==> src/rtl/commit_stage_nport_if.sv <==
// Shared commit-stage types plus the scoreboard <-> commit-stage bundle.
// The scoreboard drives head entries and the commit stage returns acks and regfile writes.
package commit_stage_nport_pkg;
  localparam int unsigned XLEN = 64;

  typedef enum logic [3:0] {
    FU_NONE, FU_LOAD, FU_STORE, FU_ALU, FU_CTRL_FLOW, FU_MULT,
    FU_CSR, FU_FPU, FU_FPU_VEC, FU_ACCEL
  } fu_t;

  typedef enum logic [4:0] {
    OP_ADD, OP_CSRRW, OP_CSRRS, OP_CSRRC, OP_FENCE, OP_FENCE_I, OP_SFENCE_VMA,
    OP_AMO_LR, OP_AMO_SC, OP_AMO_SWAP, OP_AMO_ADD, OP_FADD
  } op_t;

  typedef struct packed {
    logic [XLEN-1:0] cause;
    logic [XLEN-1:0] tval;
    logic            valid;
  } exception_t;

  typedef struct packed {
    logic            valid;
    fu_t             fu;
    op_t             op;
    logic [4:0]      rd;
    logic            rd_fpr;
    logic            vfp;
    logic [XLEN-1:0] result;
    exception_t      ex;
  } scoreboard_entry_t;

  typedef struct packed {
    logic            ack;
    logic [XLEN-1:0] result;
  } amo_resp_t;

  function automatic logic is_amo(op_t op);
    return op inside {OP_AMO_LR, OP_AMO_SC, OP_AMO_SWAP, OP_AMO_ADD};
  endfunction

  function automatic logic is_fence(op_t op);
    return op inside {OP_FENCE, OP_FENCE_I, OP_SFENCE_VMA};
  endfunction
endpackage

interface commit_stage_nport_if
  import commit_stage_nport_pkg::*;
#(
  parameter int unsigned NrCommitPorts = 2
);
  scoreboard_entry_t [NrCommitPorts-1:0]           commit_instr_i;
  logic              [NrCommitPorts-1:0]           commit_ack_o;
  logic              [NrCommitPorts-1:0][4:0]      waddr_o;
  logic              [NrCommitPorts-1:0][XLEN-1:0] wdata_o;
  logic              [NrCommitPorts-1:0]           we_gpr_o;
  logic              [NrCommitPorts-1:0]           we_fpr_o;

  // Scoreboard side
  modport master (
    output commit_instr_i,
    input  commit_ack_o, waddr_o, wdata_o, we_gpr_o, we_fpr_o
  );

  // Commit-stage side
  modport slave (
    input  commit_instr_i,
    output commit_ack_o, waddr_o, wdata_o, we_gpr_o, we_fpr_o
  );
endinterface

==> src/rtl/commit_stage_nport.sv <==
// N-port in-order commit stage: retires the longest eligible head prefix per cycle,
// sequences fence drains and AMO completion, and watches for a stuck head.
module commit_stage_nport
  import commit_stage_nport_pkg::*;
#(
  parameter int unsigned NrCommitPorts     = 2,
  parameter int unsigned MaxStoresPerCycle = 1,
  parameter int unsigned StallThreshold    = 1024,
  parameter bit          FpPresent         = 1'b1,
  parameter bit          RVA               = 1'b1,
  localparam int unsigned CreditW = $clog2(MaxStoresPerCycle + 1),
  localparam int unsigned RetireW = $clog2(NrCommitPorts + 1)
) (
  input  logic                 clk_i,
  input  logic                 rst_ni,
  input  logic                 halt_i,
  input  logic                 flush_dcache_i,
  input  logic                 single_step_i,
  commit_stage_nport_if.slave  cif,
  input  logic [CreditW-1:0]   lsu_credit_i,
  output logic [NrCommitPorts-1:0] commit_lsu_o,
  input  logic                 no_st_pending_i,
  input  amo_resp_t            amo_resp_i,
  output logic                 amo_valid_commit_o,
  output op_t                  csr_op_o,
  output logic [XLEN-1:0]      csr_wdata_o,
  input  logic [XLEN-1:0]      csr_rdata_i,
  input  exception_t           csr_exception_i,
  output logic                 csr_write_fflags_o,
  output logic                 commit_csr_o,
  output logic                 fence_o,
  output logic                 fence_i_o,
  output logic                 sfence_vma_o,
  output logic                 flush_commit_o,
  output exception_t           exception_o,
  output logic                 dirty_fp_state_o,
  output logic [RetireW-1:0]   retire_cnt_o,
  output logic                 commit_stall_o
);

  localparam int unsigned CntW = $clog2(StallThreshold + 1);

  typedef enum logic [1:0] {S_IDLE, S_DRAIN, S_AMO_WAIT} state_e;

  state_e              state_q, state_d;
  logic [CntW-1:0]     stall_cnt_q, stall_cnt_d;
  logic                stall_q, stall_d;
  logic [RetireW-1:0]  retire_cnt_q, retire_cnt_d;

  scoreboard_entry_t   head;
  logic                head_fence, head_csr, head_amo, head_drain;
  logic                elig0, later_ok, pulse, amo_done, blocked;
  logic [NrCommitPorts-1:0] ack, plain_st, fu_ok;
  logic [4:0]          fflags_acc;
  int unsigned         st_lim, st_cnt;

  assign head       = cif.commit_instr_i[0];
  assign head_fence = head.fu == FU_CSR && is_fence(head.op);
  assign head_csr   = head.fu == FU_CSR && !is_fence(head.op);
  assign head_amo   = head.fu == FU_STORE && is_amo(head.op);
  // A D$ flush request turns any non-store head into a FENCE_I-style drain
  assign head_drain = head_fence || (flush_dcache_i && head.fu != FU_STORE);

  // Per-port classification used by the prefix and store-credit passes
  always_comb begin
    plain_st = '0;
    fu_ok    = '0;
    for (int i = 0; i < NrCommitPorts; i++) begin
      plain_st[i] = cif.commit_instr_i[i].fu == FU_STORE && !is_amo(cif.commit_instr_i[i].op);
      fu_ok[i]    = plain_st[i] ||
                    (cif.commit_instr_i[i].fu inside {FU_ALU, FU_LOAD, FU_CTRL_FLOW, FU_MULT}) ||
                    (FpPresent && (cif.commit_instr_i[i].fu inside {FU_FPU, FU_FPU_VEC}));
    end
  end

  always_comb begin
    state_d            = state_q;
    ack                = '0;
    pulse              = 1'b0;
    amo_done           = 1'b0;
    amo_valid_commit_o = 1'b0;
    csr_op_o           = OP_ADD;
    csr_wdata_o        = '0;
    commit_csr_o       = 1'b0;
    csr_write_fflags_o = 1'b0;
    fence_o            = 1'b0;
    fence_i_o          = 1'b0;
    sfence_vma_o       = 1'b0;
    flush_commit_o     = 1'b0;
    exception_o        = '0;
    dirty_fp_state_o   = 1'b0;
    commit_lsu_o       = '0;
    cif.commit_ack_o   = '0;
    cif.waddr_o        = '0;
    cif.wdata_o        = '0;
    cif.we_gpr_o       = '0;
    cif.we_fpr_o       = '0;
    fflags_acc         = '0;
    st_cnt             = 0;
    blocked            = 1'b0;
    st_lim             = (MaxStoresPerCycle < 32'(lsu_credit_i)) ? MaxStoresPerCycle
                                                                 : 32'(lsu_credit_i);

    // Head exception wins over a CSR-reported one; CSR traps reuse the head's tval
    if (head.valid && state_q == S_IDLE) begin
      if (head.ex.valid) begin
        exception_o = head.ex;
      end else if (head_csr && !head_drain && csr_exception_i.valid) begin
        exception_o      = csr_exception_i;
        exception_o.tval = head.ex.tval;
      end
    end
    if (halt_i) exception_o.valid = 1'b0;

    elig0 = head.valid && !head.ex.valid &&
            ((!halt_i && state_q == S_IDLE) || state_q == S_AMO_WAIT);

    unique case (state_q)
      S_IDLE: begin
        if (elig0) begin
          if (head_drain) begin
            if (no_st_pending_i) begin
              ack[0] = 1'b1;
              pulse  = 1'b1;
            end else begin
              state_d = S_DRAIN;
            end
          end else if (head_amo) begin
            if (RVA) begin
              amo_valid_commit_o = 1'b1;
              if (amo_resp_i.ack) begin
                ack[0]   = 1'b1;
                amo_done = 1'b1;
              end else begin
                state_d = S_AMO_WAIT;
              end
            end
          end else if (head_csr) begin
            csr_op_o    = head.op;
            csr_wdata_o = head.result;
            if (!csr_exception_i.valid) begin
              ack[0]       = 1'b1;
              commit_csr_o = 1'b1;
            end
          end else begin
            ack[0] = 1'b1;
          end
        end
      end
      S_DRAIN: begin
        if (halt_i || !head.valid) begin
          state_d = S_IDLE;
        end else if (no_st_pending_i) begin
          ack[0]  = 1'b1;
          pulse   = 1'b1;
          state_d = S_IDLE;
        end
      end
      S_AMO_WAIT: begin
        if (!elig0) begin
          state_d = S_IDLE;
        end else begin
          amo_valid_commit_o = 1'b1;
          if (amo_resp_i.ack) begin
            ack[0]   = 1'b1;
            amo_done = 1'b1;
            state_d  = S_IDLE;
          end
        end
      end
      default: state_d = S_IDLE;
    endcase

    if (pulse) begin
      if (head_fence && head.op == OP_FENCE)           fence_o      = 1'b1;
      else if (head_fence && head.op == OP_SFENCE_VMA) sfence_vma_o = 1'b1;
      else                                             fence_i_o    = 1'b1;
    end
    flush_commit_o = amo_done;

    // Younger ports extend the prefix only behind a plain head with no side conditions
    later_ok = !halt_i && !flush_dcache_i && !single_step_i && !exception_o.valid &&
               !head_csr && !head_fence && !head_amo && state_q == S_IDLE;
    for (int i = 1; i < NrCommitPorts; i++) begin
      if (ack[i-1] && later_ok && cif.commit_instr_i[i].valid &&
          !cif.commit_instr_i[i].ex.valid && fu_ok[i])
        ack[i] = 1'b1;
    end

    // The first store beyond the credit limit truncates the prefix
    for (int i = 0; i < NrCommitPorts; i++) begin
      if (blocked || !ack[i]) begin
        ack[i]  = 1'b0;
        blocked = 1'b1;
      end else if (plain_st[i]) begin
        if (st_cnt < st_lim) st_cnt = st_cnt + 1;
        else begin
          ack[i]  = 1'b0;
          blocked = 1'b1;
        end
      end
    end

    if (head.valid) begin
      for (int i = 0; i < NrCommitPorts; i++) begin
        cif.waddr_o[i]  = cif.commit_instr_i[i].rd;
        cif.wdata_o[i]  = cif.commit_instr_i[i].result;
        commit_lsu_o[i] = ack[i] && plain_st[i];
        if (ack[i] && cif.commit_instr_i[i].fu != FU_STORE &&
            !(cif.commit_instr_i[i].fu == FU_CSR && is_fence(cif.commit_instr_i[i].op))) begin
          if (FpPresent && cif.commit_instr_i[i].rd_fpr) cif.we_fpr_o[i] = 1'b1;
          else                                            cif.we_gpr_o[i] = 1'b1;
        end
        if (ack[i] && FpPresent && (cif.commit_instr_i[i].fu inside {FU_FPU, FU_FPU_VEC})) begin
          csr_write_fflags_o = 1'b1;
          fflags_acc         = fflags_acc | cif.commit_instr_i[i].ex.cause[4:0];
        end
        if (ack[i] && FpPresent &&
            ((cif.commit_instr_i[i].fu inside {FU_FPU, FU_FPU_VEC}) || cif.commit_instr_i[i].rd_fpr ||
             (cif.commit_instr_i[i].fu == FU_ACCEL && cif.commit_instr_i[i].vfp)))
          dirty_fp_state_o = 1'b1;
      end
      if (commit_csr_o) cif.wdata_o[0] = csr_rdata_i;
      if (amo_done) begin
        cif.we_gpr_o[0] = 1'b1;
        cif.wdata_o[0]  = amo_resp_i.result;
      end
      if (csr_write_fflags_o) csr_wdata_o = XLEN'(fflags_acc);
    end
    cif.commit_ack_o = ack;

    // Saturating head-stall counter and retire count for the next cycle
    if (head.valid && !ack[0])
      stall_cnt_d = (stall_cnt_q == CntW'(StallThreshold)) ? stall_cnt_q : stall_cnt_q + CntW'(1);
    else
      stall_cnt_d = '0;
    stall_d = stall_cnt_d == CntW'(StallThreshold);

    retire_cnt_d = '0;
    for (int i = 0; i < NrCommitPorts; i++)
      retire_cnt_d = retire_cnt_d + RetireW'(ack[i]);
  end

  always_ff @(posedge clk_i or negedge rst_ni) begin
    if (!rst_ni) begin
      state_q      <= S_IDLE;
      stall_cnt_q  <= '0;
      stall_q      <= 1'b0;
      retire_cnt_q <= '0;
    end else begin
      state_q      <= state_d;
      stall_cnt_q  <= stall_cnt_d;
      stall_q      <= stall_d;
      retire_cnt_q <= retire_cnt_d;
    end
  end

  assign retire_cnt_o   = retire_cnt_q;
  assign commit_stall_o = stall_q;

endmodule

==> src/flat_wrapper.sv <==
// flat-port wrapper written by rule: the top's interface ports become plain ports
module commit_stage_nport_flat import commit_stage_nport_pkg::*;
#(
  parameter int unsigned NrCommitPorts     = 2,
  parameter int unsigned MaxStoresPerCycle = 1,
  parameter int unsigned StallThreshold    = 1024,
  parameter bit          FpPresent         = 1'b1,
  parameter bit          RVA               = 1'b1,
  localparam int unsigned CreditW = $clog2(MaxStoresPerCycle + 1),
  localparam int unsigned RetireW = $clog2(NrCommitPorts + 1)
)
  (clk_i, rst_ni, halt_i, flush_dcache_i, single_step_i, lsu_credit_i, commit_lsu_o, no_st_pending_i, amo_resp_i, amo_valid_commit_o, csr_op_o, csr_wdata_o, csr_rdata_i, csr_exception_i, csr_write_fflags_o, commit_csr_o, fence_o, fence_i_o, sfence_vma_o, flush_commit_o, exception_o, dirty_fp_state_o, retire_cnt_o, commit_stall_o, cif_commit_instr_i, cif_commit_ack_o, cif_waddr_o, cif_wdata_o, cif_we_gpr_o, cif_we_fpr_o);
  commit_stage_nport_if #(.NrCommitPorts(NrCommitPorts)) cif_i ();
  input  logic clk_i;
  input  logic rst_ni;
  input  logic halt_i;
  input  logic flush_dcache_i;
  input  logic single_step_i;
  input  logic [CreditW-1:0] lsu_credit_i;
  output logic [NrCommitPorts-1:0] commit_lsu_o;
  input  logic no_st_pending_i;
  input  amo_resp_t amo_resp_i;
  output logic amo_valid_commit_o;
  output op_t csr_op_o;
  output logic [XLEN-1:0] csr_wdata_o;
  input  logic [XLEN-1:0] csr_rdata_i;
  input  exception_t csr_exception_i;
  output logic csr_write_fflags_o;
  output logic commit_csr_o;
  output logic fence_o;
  output logic fence_i_o;
  output logic sfence_vma_o;
  output logic flush_commit_o;
  output exception_t exception_o;
  output logic dirty_fp_state_o;
  output logic [RetireW-1:0] retire_cnt_o;
  output logic commit_stall_o;
  input wire logic [$bits(cif_i.commit_instr_i)-1:0] cif_commit_instr_i;
  output wire logic [$bits(cif_i.commit_ack_o)-1:0] cif_commit_ack_o;
  output wire logic [$bits(cif_i.waddr_o)-1:0] cif_waddr_o;
  output wire logic [$bits(cif_i.wdata_o)-1:0] cif_wdata_o;
  output wire logic [$bits(cif_i.we_gpr_o)-1:0] cif_we_gpr_o;
  output wire logic [$bits(cif_i.we_fpr_o)-1:0] cif_we_fpr_o;
  assign cif_i.commit_instr_i = cif_commit_instr_i;
  assign cif_commit_ack_o = cif_i.commit_ack_o;
  assign cif_waddr_o = cif_i.waddr_o;
  assign cif_wdata_o = cif_i.wdata_o;
  assign cif_we_gpr_o = cif_i.we_gpr_o;
  assign cif_we_fpr_o = cif_i.we_fpr_o;
  commit_stage_nport #(.NrCommitPorts(NrCommitPorts), .MaxStoresPerCycle(MaxStoresPerCycle), .StallThreshold(StallThreshold), .FpPresent(FpPresent), .RVA(RVA)) u_core (.clk_i(clk_i), .rst_ni(rst_ni), .halt_i(halt_i), .flush_dcache_i(flush_dcache_i), .single_step_i(single_step_i), .cif(cif_i), .lsu_credit_i(lsu_credit_i), .commit_lsu_o(commit_lsu_o), .no_st_pending_i(no_st_pending_i), .amo_resp_i(amo_resp_i), .amo_valid_commit_o(amo_valid_commit_o), .csr_op_o(csr_op_o), .csr_wdata_o(csr_wdata_o), .csr_rdata_i(csr_rdata_i), .csr_exception_i(csr_exception_i), .csr_write_fflags_o(csr_write_fflags_o), .commit_csr_o(commit_csr_o), .fence_o(fence_o), .fence_i_o(fence_i_o), .sfence_vma_o(sfence_vma_o), .flush_commit_o(flush_commit_o), .exception_o(exception_o), .dirty_fp_state_o(dirty_fp_state_o), .retire_cnt_o(retire_cnt_o), .commit_stall_o(commit_stall_o));
endmodule
==> config.mk <==
export PLATFORM = sky130hd
export DESIGN_NAME = commit_stage_nport_flat
export DESIGN_NICKNAME = d
export VERILOG_FILES = /design/src/rtl/commit_stage_nport_if.sv /design/src/rtl/commit_stage_nport.sv /design/src/flat_wrapper.sv
export SDC_FILE = /design/constraint.sdc
export NUM_CORES = 1
export LEC_CHECK = 0
export CORE_AREA = 2 2 401 403
export CTS_CLUSTER_DIAMETER = 150
export DETAILED_ROUTE_END_ITERATION = 12
export DIE_AREA = 0 0 403 405
export DONT_BUFFER_PORTS = 1
export GPL_TIMING_DRIVEN = 0
export HOLD_SLACK_MARGIN = 0.15
export PLACE_DENSITY = 0.3
export SETUP_SLACK_MARGIN = 0.02
export SLEW_MARGIN = 20
export SYNTH_ARGS = -nofsm -noshare
export SYNTH_HDL_FRONTEND = slang
export SYNTH_SLANG_ARGS = --single-unit
==> constraint.sdc <==
create_clock -name clk_i -period 4.2 [get_ports clk_i]
set_input_delay 0.84 -clock clk_i [delete_from_list [all_inputs] [get_ports clk_i]]
set_output_delay 0.84 -clock clk_i [all_outputs]
set_load 0.02 [all_outputs]
==> results of run 1 <==
-- per-stage QoR --
step | setup TNS [ns] | setup WS (ns)
3_3_place_gp | -496.85 | -3.54
5_1_grt | 0 | 0.0182
3_5_place_dp | -106.01 | -1.21
6_report | 0 | 0.139
4_1_cts | -0.261 | -0.0862
2_1_floorplan | 0 | 0.514
-- registers in the layout, indices dropped and copies added (netlist names) --
name,count
u_core.state_q,2
u_core.retire_cnt_o,2
u_core.stall_cnt_q,11
u_core.commit_stall_o,1
-- critical path: cells and delay by family --
kind | cells | cell delay, ns
compound gates | 2 | 0.59
simple gates | 2 | 0.71
buf+inv | 4 | 1.02
-- synthesized netlist by cell type, types with 2 or more instances --
master	instances
sky130_fd_sc_hd__a2111oi_2	2
sky130_fd_sc_hd__a21o_1	5
sky130_fd_sc_hd__a21oi_1	9
sky130_fd_sc_hd__a31oi_1	66
sky130_fd_sc_hd__a32o_1	4
sky130_fd_sc_hd__and2_1	206
sky130_fd_sc_hd__and3_1	4
sky130_fd_sc_hd__and4b_1	2
sky130_fd_sc_hd__buf_1	2
sky130_fd_sc_hd__buf_2	8
sky130_fd_sc_hd__clkbuf_1	68
sky130_fd_sc_hd__dfrtp_1	16
sky130_fd_sc_hd__ha_1	3
sky130_fd_sc_hd__inv_1	8
sky130_fd_sc_hd__mux2i_1	64
sky130_fd_sc_hd__nand2_1	142
sky130_fd_sc_hd__nand2b_1	3
sky130_fd_sc_hd__nand3_1	7
sky130_fd_sc_hd__nand4_1	10
sky130_fd_sc_hd__nor2_1	97
sky130_fd_sc_hd__nor2b_1	8
sky130_fd_sc_hd__nor3_1	10
sky130_fd_sc_hd__nor3b_1	6
sky130_fd_sc_hd__nor4_1	2
sky130_fd_sc_hd__nor4b_1	2
sky130_fd_sc_hd__o211ai_1	2
sky130_fd_sc_hd__o21ai_0	70
sky130_fd_sc_hd__or2_2	3
sky130_fd_sc_hd__or3b_2	3
sky130_fd_sc_hd__xnor2_1	7
sky130_fd_sc_hd__xor2_1	5
-- final cells by class --
class                   count  area share
repair buffers             16      0.0224
diodes                     36     0.00967
flip-flops and latches     16      0.0430
inverters                   8     0.00322
clock buffers               4     0.00953
plain buffers              77      0.0431
well taps                2086       0.280
multi-input cells         767       0.589
-- metal layers --
metal  global-route usage  up-vias  wire, um
met3               0.0643      199     12900
met4               0.0422       56      4100
met2                0.167      877     41900
met5                    0        -       356
met1                0.129     3786     37700
li1                     -     3045         -
-- worst paths after layout --
path                                          endpoint  slack [ns]  depth (start not counted)
worst min-delay path             u_core.stall_cnt_q[0]        0.28                          0
worst max-delay path                   cif_wdata_o[37]        0.14                          8
max in group asynchronous            u_core.state_q[1]        3.83                          0
min in group clk_i                   u_core.state_q[1]        0.57                          1
worst min register to register       u_core.state_q[1]        0.57                          1
worst max register to register  u_core.retire_cnt_o[0]        1.51                          8
-- cell families (layout without fill, tap and decap cells) --
family	after synthesis	after routing	synth area share
AOI/OAI and AO/OA	175	175	0.208
xor gates and xnor gates	12	12	0.0199
adders and majority gates	4	4	0.00902
buffers and inverters	88	105	0.0662
DFF	16	16	0.0760
muxes	64	64	0.122
other	0	36	0
and+or+nand+nor	512	512	0.500
-- power breakdown --
group	leakage, nW	internal, W	total [W]	switching [W]
combinational	2.40	0.000167	0.000753	0.000586
clock	0.0444	0.000145	0.000221	0.0000756
sequential	0.221	0.000157	0.000164	0.00000672
-- what timing repair did --
action	CTS	global route
endpoints found under the setup margin	244	73
pin swaps	14	6
gates resized for setup	180	44
setup buffers	3	2
==> results.yml, run 1 <==
status:
  outcome: "completed"
global_routing:
  via_count_of_the_first_global_routing_pass: 7115
  maximum_number_of_pins_on_one_net_before_global_route_repair: 17
  grt_overflow_total: 0
  global_route.usage.total: 0.111
  initial_antenna_violation_count: 92
  grt_first_pass_wirelength_mm: 110
timing:
  rsz_0062_raised_after_global_routing: "no"
  maxSlewHeadroom: 0.423
  timing.final.max_slew_violations: 0
  timing.final.setup_violations: 0
  fin_skew_ns: 0.00172
  share_of_the_clock_period_used_by_the_worst_path_after_layout: 0.967
  layout_min_cycle_time_ns: 4.06
  fmax_ghz: 0.246
  worst_hold_slack_ns: 0.282
  worst-slew-pin-transition_ns: 0.862
  report.final.hold_viol_count: 0
placed_design:
  placed_cell_area_sq_mm: 0.00815
  dpl.hpwl_mm: 90.2
  place.gp.congestion: 0.943
  numPlacedInstances: 2968
  port_buffers: 0
detailed_routing:
  detail_route.first_pass.iterations: 5
  wire_per_inst_um: 32.2
  ant_nets: 0
  remaining_drc_errors: 0
  wl_mm: 97.0
  viasPerCell: 2.65
  route.vias.total: 7963
  drt_iter0_drc: 629
clocking:
  ctsHtreeMaxLevel: 1
  cts-root-to-sink-buffers: 2
  tritoncts: "yes"
  clk_pin_slew_worst_paths_ns: 0.06
  clkLatencyLatePin_ns: 0.25
  tritoncts.num_buffers: 3
  clock_tree.root_cell: "sky130_fd_sc_hd__clkbuf_16"
  holdBufCountCts: 0
  cts_sink_count: 16
die:
  design.portCount: 1040
  initial_utilization: 0.0331
  core-area_sq_mm: 0.159
  floorplan.rows: 147
  dieArea_sq_mm: 0.163
  dieHeight_um: 405
  floorplan.die.width_um: 403
yosys:
  post_synth_inst_count: 871
  synth_area_per_cell_sq_um: 6.05
  postSynthNetCount: 1559
  netlist.area_leader.share: 0.245
  ys_seq_elements: 16
  yosys_warnings: 0
  post_synth_edffs: 0
  yosysTopAreaCell: "sky130_fd_sc_hd__and2_1"
  syn-cell-area_sq_mm: 0.00527
  ys_top_cells_by_area: "sky130_fd_sc_hd__and2_1 24%, sky130_fd_sc_hd__mux2i_1 12%, sky130_fd_sc_hd__nand2_1 10%"
  ys_dominant_reg_cell: "sky130_fd_sc_hd__dfrtp_1"
  yosysSeqAreaShare: 0.0760
  yosysUniqueCellTypes: 58
  ys_async_sr_fraction: 1.00
critical_path:
  cp.required_ns: 3.36
  cp_data_arrival_time_ns: 3.22
  timing.critical_path.slowest_stage_cell: "sky130_fd_sc_hd__or4b_1"
  timing_worst_setup_path_type: "input port to primary output"
  crit_start: "cif_commit_instr_i[207]"
  worstPathCellList: "or4b_1 -> clkbuf_2 -> nor4_4 -> o211ai_1 -> buf_4 -> clkbuf_4 -> buf_2 -> a31oi_4"
  startpoint_type: "input port"
  regToRegStartpoint: "u_core.state_q[1]"
  max_stage_delay_ns: 0.51
  crit_fanout: 11
  setup.worst_path.end_class: "primary output"
pwr:
  power.leakage_nw: 2.67
  ir_drop_v: 0.000141
  p_total_w: 0.00114
  power_per_cell_area_mw_per_mm2: 122
finish:
  layout.cells.most_common_list: "198 x sky130_fd_sc_hd__and2_1, 136 x sky130_fd_sc_hd__nand2_1, 64 x sky130_fd_sc_hd__mux2i_1"
  final_common_cell: "sky130_fd_sc_hd__and2_1"
  multiInputGateArea_sq_mm: 0.00549
  flow.area_growth_from_synthesis_pct: 76.8
  final_net_count: 1577
  final_non_filler_cells: 3010
  final_layout_size_suffix_gt1_frac: 0.229
  regArea_sq_um: 400
  fillers: 19000
  design_area_sq_mm: 0.00932
  fin_util: 0.0585
min_path:
  min-delay-path-class: "input port to async pin"
job:
  cap_violations: 0
Note: power is estimated with default switching activity, not from simulation.
==> run 2, diff against run 1 <==
ABC_AREA = 1   (was not set)
CORE_AREA = 2 2 410 412   (was 2 2 401 403)
DIE_AREA = 0 0 412 414   (was 0 0 403 405)
==> run 2 against run 1 <==
Fmax increased by 1.3%; via count rose by 12%; non-clock buffer count grew 18; sequential cell count unchanged; clock-buffer cell count is the same; sequential share of layout area down 0.34 points; global-route usage is 0.093 points lower; largest cell class unchanged.
==> results.yml, run 2 <==
detailed_routing:
  wl_mm: 99.1
  route.vias.total: 8882
  wire_per_inst_um: 28.7
  drt_iter0_drc: 608
  viasPerCell: 2.57
  ant_nets: 0
  detail_route.first_pass.iterations: 5
  remaining_drc_errors: 0
clocking:
  tritoncts: "yes"
  clock_tree.root_cell: "sky130_fd_sc_hd__clkbuf_16"
  cts-root-to-sink-buffers: 2
  clkLatencyLatePin_ns: 0.26
  tritoncts.num_buffers: 3
  clk_pin_slew_worst_paths_ns: 0.06
  cts_sink_count: 16
  ctsHtreeMaxLevel: 1
  holdBufCountCts: 0
yosys:
  syn-cell-area_sq_mm: 0.00553
  synth_most_common_cell: "sky130_fd_sc_hd__nor2_1"
  ys_async_sr_fraction: 1.00
  ys_seq_elements: 16
  ys_dominant_reg_cell: "sky130_fd_sc_hd__dfrtp_1"
  post_synth_inst_count: 1196
  postSynthNetCount: 1884
  ys_top_cells_by_area: "sky130_fd_sc_hd__nor2_1 24%, sky130_fd_sc_hd__inv_1 17%, sky130_fd_sc_hd__a21oi_1 12%"
  netlist.area_leader.share: 0.244
  yosysSeqAreaShare: 0.0724
  yosys_warnings: 0
  synth.top_cells.by_count: "359 x sky130_fd_sc_hd__nor2_1, 249 x sky130_fd_sc_hd__inv_1, 134 x sky130_fd_sc_hd__nand2_1"
  yosysTopAreaCell: "sky130_fd_sc_hd__nor2_1"
  synth_area_per_cell_sq_um: 4.62
  yosysUniqueCellTypes: 36
  post_synth_edffs: 0
placed_design:
  dpl.hpwl_mm: 92.5
  port_buffers: 0
  place.gp.congestion: 0.938
  placed_cell_area_sq_mm: 0.00902
finish:
  final_net_count: 1922
  final_common_cell: "sky130_fd_sc_hd__nor2_1"
  layout.cells.most_common_list: "317 x sky130_fd_sc_hd__nor2_1, 249 x sky130_fd_sc_hd__inv_1, 132 x sky130_fd_sc_hd__nand2_1"
  flow.area_growth_from_synthesis_pct: 83.0
  fin_util: 0.0608
  largest_register_ff_count: 11
  final_layout_size_suffix_gt1_frac: 0.235
  register_name_with_the_most_flops: "u_core.stall_cnt_q"
  design_area_sq_mm: 0.0101
critical_path:
  timing.critical_path.slowest_stage_cell: "sky130_fd_sc_hd__a21oi_2"
  crit_fanout: 10
  timing_worst_setup_path_type: "input port to primary output"
  setup.worst_path.end_class: "primary output"
  worstPathCellList: "inv_1 -> nand2_1 -> nor2_4 -> nor2_1 -> nor2_2 -> nand2_2 -> nor3_4 -> buf_12 -> buf_2 -> nor2_1 -> a21oi_2 -> a21oi_2"
  startpoint_type: "input port"
  max_stage_delay_ns: 0.48
  cp_data_arrival_time_ns: 3.17
  cp.required_ns: 3.36
die:
  initial_utilization: 0.0332
  core-area_sq_mm: 0.166
  dieArea_sq_mm: 0.171
  design.portCount: 1040
  floorplan.rows: 150
  dieHeight_um: 414
  floorplan.die.width_um: 412
timing:
  fmax_ghz: 0.249
  timing.final.max_slew_violations: 0
  worst_hold_slack_ns: 0.278
  layout_min_cycle_time_ns: 4.01
  timing.final.setup_violations: 0
  rsz_0062_raised_after_global_routing: "no"
  maxSlewHeadroom: 0.366
  worst-slew-pin-transition_ns: 0.951
  fin_skew_ns: 0.00328
  report.final.hold_viol_count: 0
  share_of_the_clock_period_used_by_the_worst_path_after_layout: 0.954
job:
  cap_violations: 0
pwr:
  ir_drop_v: 0.000122
  p_total_w: 0.00144
  power_per_cell_area_mw_per_mm2: 143
  power.leakage_nw: 3.95
global_routing:
  initial_antenna_violation_count: 63
  global_route.usage.total: 0.110
  via_count_of_the_first_global_routing_pass: 8238
  maximum_number_of_pins_on_one_net_before_global_route_repair: 17
  grt_first_pass_wirelength_mm: 116
  grt_overflow_total: 0
status:
  outcome: "completed"
min_path:
  min-delay-path-class: "input port to async pin"
-- run 2: cell count changes after synthesis, sizes merged, moves of 39 or more --
cell | previous run | this run
a21oi | 9 | 132
mux2i | 64 | 5
a31oi | 66 | 5
nor2 | 98 | 365
inv | 8 | 251
and2 | 206 | 0
nor3 | 10 | 49
-- run 2: cell families (layout without fill, tap and decap cells) --
| group | after synthesis | in the layout | synth area share |
|---|---|---|---|
| other | 0 | 15 | 0 |
| buffers and inverters | 332 | 369 | 0.235 |
| AO/OA/AOI/OAI | 216 | 216 | 0.201 |
| AND/OR/NAND/NOR | 618 | 618 | 0.466 |
| adder cells (fa/ha/maj) | 3 | 3 | 0.00679 |
| XOR/XNOR | 6 | 6 | 0.00951 |
| multiplexers | 5 | 5 | 0.00905 |
| flip-flops | 16 | 16 | 0.0724 |
-- run 2: routing by layer --
metal,GRT usage,part of all wire,vias up
met4,0.0320,0.036,56
met5,0,0.0036,-
met2,0.170,0.43,710
met1,0.137,0.41,4173
li1,-,-,3767
met3,0.0498,0.12,176
-- run 2: worst paths after layout --
| check | start | end | slack, ns | cells past startpoint |
|---|---|---|---|---|
| worst max register to register | u_core.state_q[1] | u_core.retire_cnt_o[0] | 1.67 | 10 |
| worst max-delay path | cif_commit_instr_i[207] | cif_wdata_o[10] | 0.19 | 12 |
| max in group asynchronous | rst_ni | u_core.retire_cnt_o[0] | 3.83 | 0 |
| worst min register to register | u_core.stall_cnt_q[9] | u_core.stall_cnt_q[9] | 0.61 | 2 |
| worst min-delay path | rst_ni | u_core.commit_stall_o | 0.28 | 0 |
| min in group clk_i | u_core.stall_cnt_q[9] | u_core.stall_cnt_q[9] | 0.61 | 2 |
-- run 2: worst max-delay path, delay by kind of cell --
kind	cells	cell delay, ns
simple gates	7	0.94
compound gates	2	0.73
buf+inv	3	0.60
-- run 2: report_power, final --
part	internal [W]	leakage, nW	switching (W)	total (W)
sequential	0.000159	0.221	0.00000628	0.000165
combinational	0.000216	3.68	0.000841	0.00106
clock	0.000145	0.0443	0.0000753	0.000221
total	0.000520	3.95	0.000923	0.00144
-- run 2: cell type report --
type                    count  area [sq um]
flip-flops and latches     16           400
clock buffers               4          88.8
inverters                 254           960
fillers                 19900        156000
plain buffers              78           447
well taps                2204          2760
diodes                     15          37.5
multi-input cells         848          4960
repair buffers             33           464
-- run 2: timing repair --
action,in CTS,in global routing
setup endpoints to repair,213,75
resized for setup,166,63
pin swaps,9,3
buffers inserted,3,0
-- run 2: stage by stage --
| stage | setup slack [ns] | std cells | TNS, ns |
|---|---|---|---|
| final | 0.191 | 3452 | 0 |
| after global routing | 0.00860 | 3443 | 0 |
| after CTS | 0.00900 | 3437 | 0 |
| after detailed placement | -1.21 | 3430 | -122.13 |
| after global placement | -2.33 | 3400 | -169.08 |
| after floorplan | 0.757 | 1196 | 0 |
==> run 3, diff against run 2 <==
--- a/config.mk
+++ b/config.mk
@@ -9,3 +9,2 @@
 export CORE_AREA = 2 2 410 412
-export CTS_CLUSTER_DIAMETER = 150
 export DETAILED_ROUTE_END_ITERATION = 12
==> constraint.sdc (replaced) <==
create_clock -name clk_i -period 4.2 [get_ports clk_i]
set_input_delay 0.42 -clock clk_i [delete_from_list [all_inputs] [get_ports clk_i]]
set_output_delay 0.42 -clock clk_i [all_outputs]
set_load 0.02 [all_outputs]
==> run 3 against run 2 <==
Register-to-register slack lost 0.31 ns; clock power is essentially flat; critical path depth shrank 2; routed wire length shrank 0.26%; sequential cell count is the same; power shrank 4.4%; design area shrank 7.3%; sequential power is essentially flat; clock skew grew 0.00086 ns; combinational power shrank 6%; global-route usage is essentially flat.
==> results.yml, run 3 (synthesis results as in run 2) <==
status:
  outcome: "completed"
placed_design:
  place.gp.congestion: 0.938
  port_buffers: 0
  placement.setup.worst_slack_ns: -0.366
  dpl.hpwl_mm: 92.5
  numPlacedInstances: 3430
finish:
  flow.area_growth_from_synthesis_pct: 69.5
  fillers: 20000
  final_non_filler_cells: 3455
  final_common_cell: "sky130_fd_sc_hd__nor2_1"
  layout.cells.most_common_list: "348 x sky130_fd_sc_hd__nor2_1, 249 x sky130_fd_sc_hd__inv_1, 134 x sky130_fd_sc_hd__nand2_1"
  register_name_with_the_most_flops: "u_core.stall_cnt_q"
  final_net_count: 1922
  largest_register_ff_count: 11
  final_layout_size_suffix_gt1_frac: 0.139
pwr:
  ir_drop_v: 0.000123
  netSwitchingFraction: 0.643
  p_clk_frac: 0.160
  power.leakage_nw: 3.85
  p_comb_frac: 0.720
  p_sw_w: 0.000887
  share_seq_of_total_power: 0.120
  power_per_cell_area_mw_per_mm2: 147
  internal_power_w: 0.000492
clocking:
  clk_pin_slew_worst_paths_ns: 0.06
  cts_sink_count: 16
  clkLatencyLatePin_ns: 0.26
  ctsHtreeMaxLevel: 1
  tritoncts: "yes"
  cts-root-to-sink-buffers: 2
  clock_tree.root_cell: "sky130_fd_sc_hd__clkbuf_16"
  tritoncts.num_buffers: 3
detailed_routing:
  detail_route.first_pass.iterations: 5
  route.vias.total: 8778
  drt_iter0_drc: 560
  wl_mm: 98.9
  remaining_drc_errors: 0
  wire_per_inst_um: 28.6
  viasPerCell: 2.54
  ant_nets: 0
timing:
  worst-slew-pin-transition_ns: 1.12
  fmax_ghz: 0.249
  setup_ws_ns: 0.181
  timing.setup.tns_ns: 0
  share_of_the_clock_period_used_by_the_worst_path_after_layout: 0.957
  fin_skew_ns: 0.00414
  timing.final.max_slew_violations: 0
  layout_min_cycle_time_ns: 4.02
  maxSlewHeadroom: 0.255
  rsz_0062_raised_after_global_routing: "yes"
  timing.final.setup_violations: 0
  report.final.hold_viol_count: 0
die:
  floorplan.rows: 150
  initial_utilization: 0.0332
  core-area_sq_mm: 0.166
  design.portCount: 1040
  dieArea_sq_mm: 0.171
  dieHeight_um: 414
  floorplan.die.width_um: 412
global_routing:
  grt_first_pass_wirelength_mm: 115
  maximum_number_of_pins_on_one_net_before_global_route_repair: 17
  global_route.usage.total: 0.110
  grt_overflow_total: 0
  via_count_of_the_first_global_routing_pass: 8124
  initial_antenna_violation_count: 77
critical_path:
  critPathBufInv: 4
  setup.worst_path.end_class: "primary output"
  max_stage_delay_ns: 0.71
  reg2reg_slack_ns: 1.36
  timing.critical_path.slowest_stage_cell: "sky130_fd_sc_hd__a21oi_1"
  crit_fanout: 11
  worstPathCellList: "nor2_2 -> inv_1 -> nor4_2 -> nand2_2 -> nor3_4 -> buf_12 -> buf_4 -> buf_2 -> a21oi_1 -> a21oi_1"
  startpoint_type: "flip-flop"
  timing_worst_setup_path_type: "flip-flop to primary output"
  cp_data_arrival_time_ns: 3.60
  cp.required_ns: 3.78
  family_with_the_most_delay_on_the_worst_path: "compound AO/OA/AOI/OAI gates"
  critPathMostFrequentCell: "sky130_fd_sc_hd__a21oi_1"
job:
  cap_violations: 0
min_path:
  min-delay-path-class: "input port to flip-flop"
run 3: cell count changes in the layout (fill, tap and decap cells not counted), sizes merged:
cell / change
diode: +3
clkinv: +1
clkinvlp: -1
clkbuf: +1
dlygate4sd3: +1
buf: -2
run 3: worst register-to-register path, cell delays in order, from the launching register on:
cell and delay (ns):
sky130_fd_sc_hd__dfrtp_1 0.41, sky130_fd_sc_hd__nor2_2 0.20, sky130_fd_sc_hd__inv_1 0.14, sky130_fd_sc_hd__nor2_1 0.51, sky130_fd_sc_hd__nand2_2 0.31, sky130_fd_sc_hd__nor2_2 0.43, sky130_fd_sc_hd__nor3_4 0.11, sky130_fd_sc_hd__nand2_1 0.12
sky130_fd_sc_hd__inv_1 0.18, sky130_fd_sc_hd__ha_1 0.31
run 3: power by group through the flow:
stage,registers [W],logic [W],clock network (W)
after floorplan,0.000167,0.000493,0
after global placement,0.000168,0.000922,0
after detailed placement,0.000168,0.00100,0
after CTS,0.000165,0.00102,0.000234
after global routing,0.000166,0.00107,0.000239
final,0.000165,0.000993,0.000221
run 3: path summary, 6_finish.rpt:
check                                       from                     end  cells after the start
setup / recovery               u_core.state_q[1]         cif_wdata_o[24]                     10
hold / removal                    amo_resp_i[64]       u_core.state_q[1]                      3
setup reg to reg               u_core.state_q[1]  u_core.retire_cnt_o[0]                      9
hold reg to reg            u_core.stall_cnt_q[9]   u_core.stall_cnt_q[9]                      2
max in group asynchronous                 rst_ni  u_core.retire_cnt_o[0]                      1
min in group asynchronous                 rst_ni   u_core.commit_stall_o                      1
run 3: metal layers:
metal,vias up,share of wire,GRT usage
met3,173,0.12,0.0543
met2,680,0.43,0.168
met5,-,0.0037,0
met1,4099,0.41,0.134
met4,60,0.037,0.0325
li1,3766,-,-
run 3: layout make-up:
cell class,instances,area (sq um),share of cell area
Multi-Input combinational cell,848,4310,0.460
Buffer,78,363,0.0387
Timing Repair Buffer,33,454,0.0485
Inverter,254,955,0.102
Tap cell,2204,2760,0.294
Antenna cell,18,45.0,0.00481
Sequential cell,16,400,0.0427
Clock buffer,4,88.8,0.00948
run 3: metrics by stage:
step / power (W) / hold slack (ns) / cell area, sq um / utilization
CTS: 0.00142 / 0.360 / 9220 / 0.0554
finish: 0.00138 / 0.370 / 9370 / 0.0564
floorplan: 0.000659 / 0.124 / 5530 / -
global route: 0.00147 / 0.385 / 9350 / 0.0562
global placement: 0.00109 / 0.128 / 8290 / 0.0498
detailed placement: 0.00117 / 0.128 / 9020 / 0.0542
run 3: repair_timing:
action                     in CTS  in global routing
setup endpoints to repair      80                 19
resized for setup              19                 19
hold endpoints to repair       16                  0
hold buffers                    1                  0
pin swaps                       2                  0
buffers inserted                2                  0
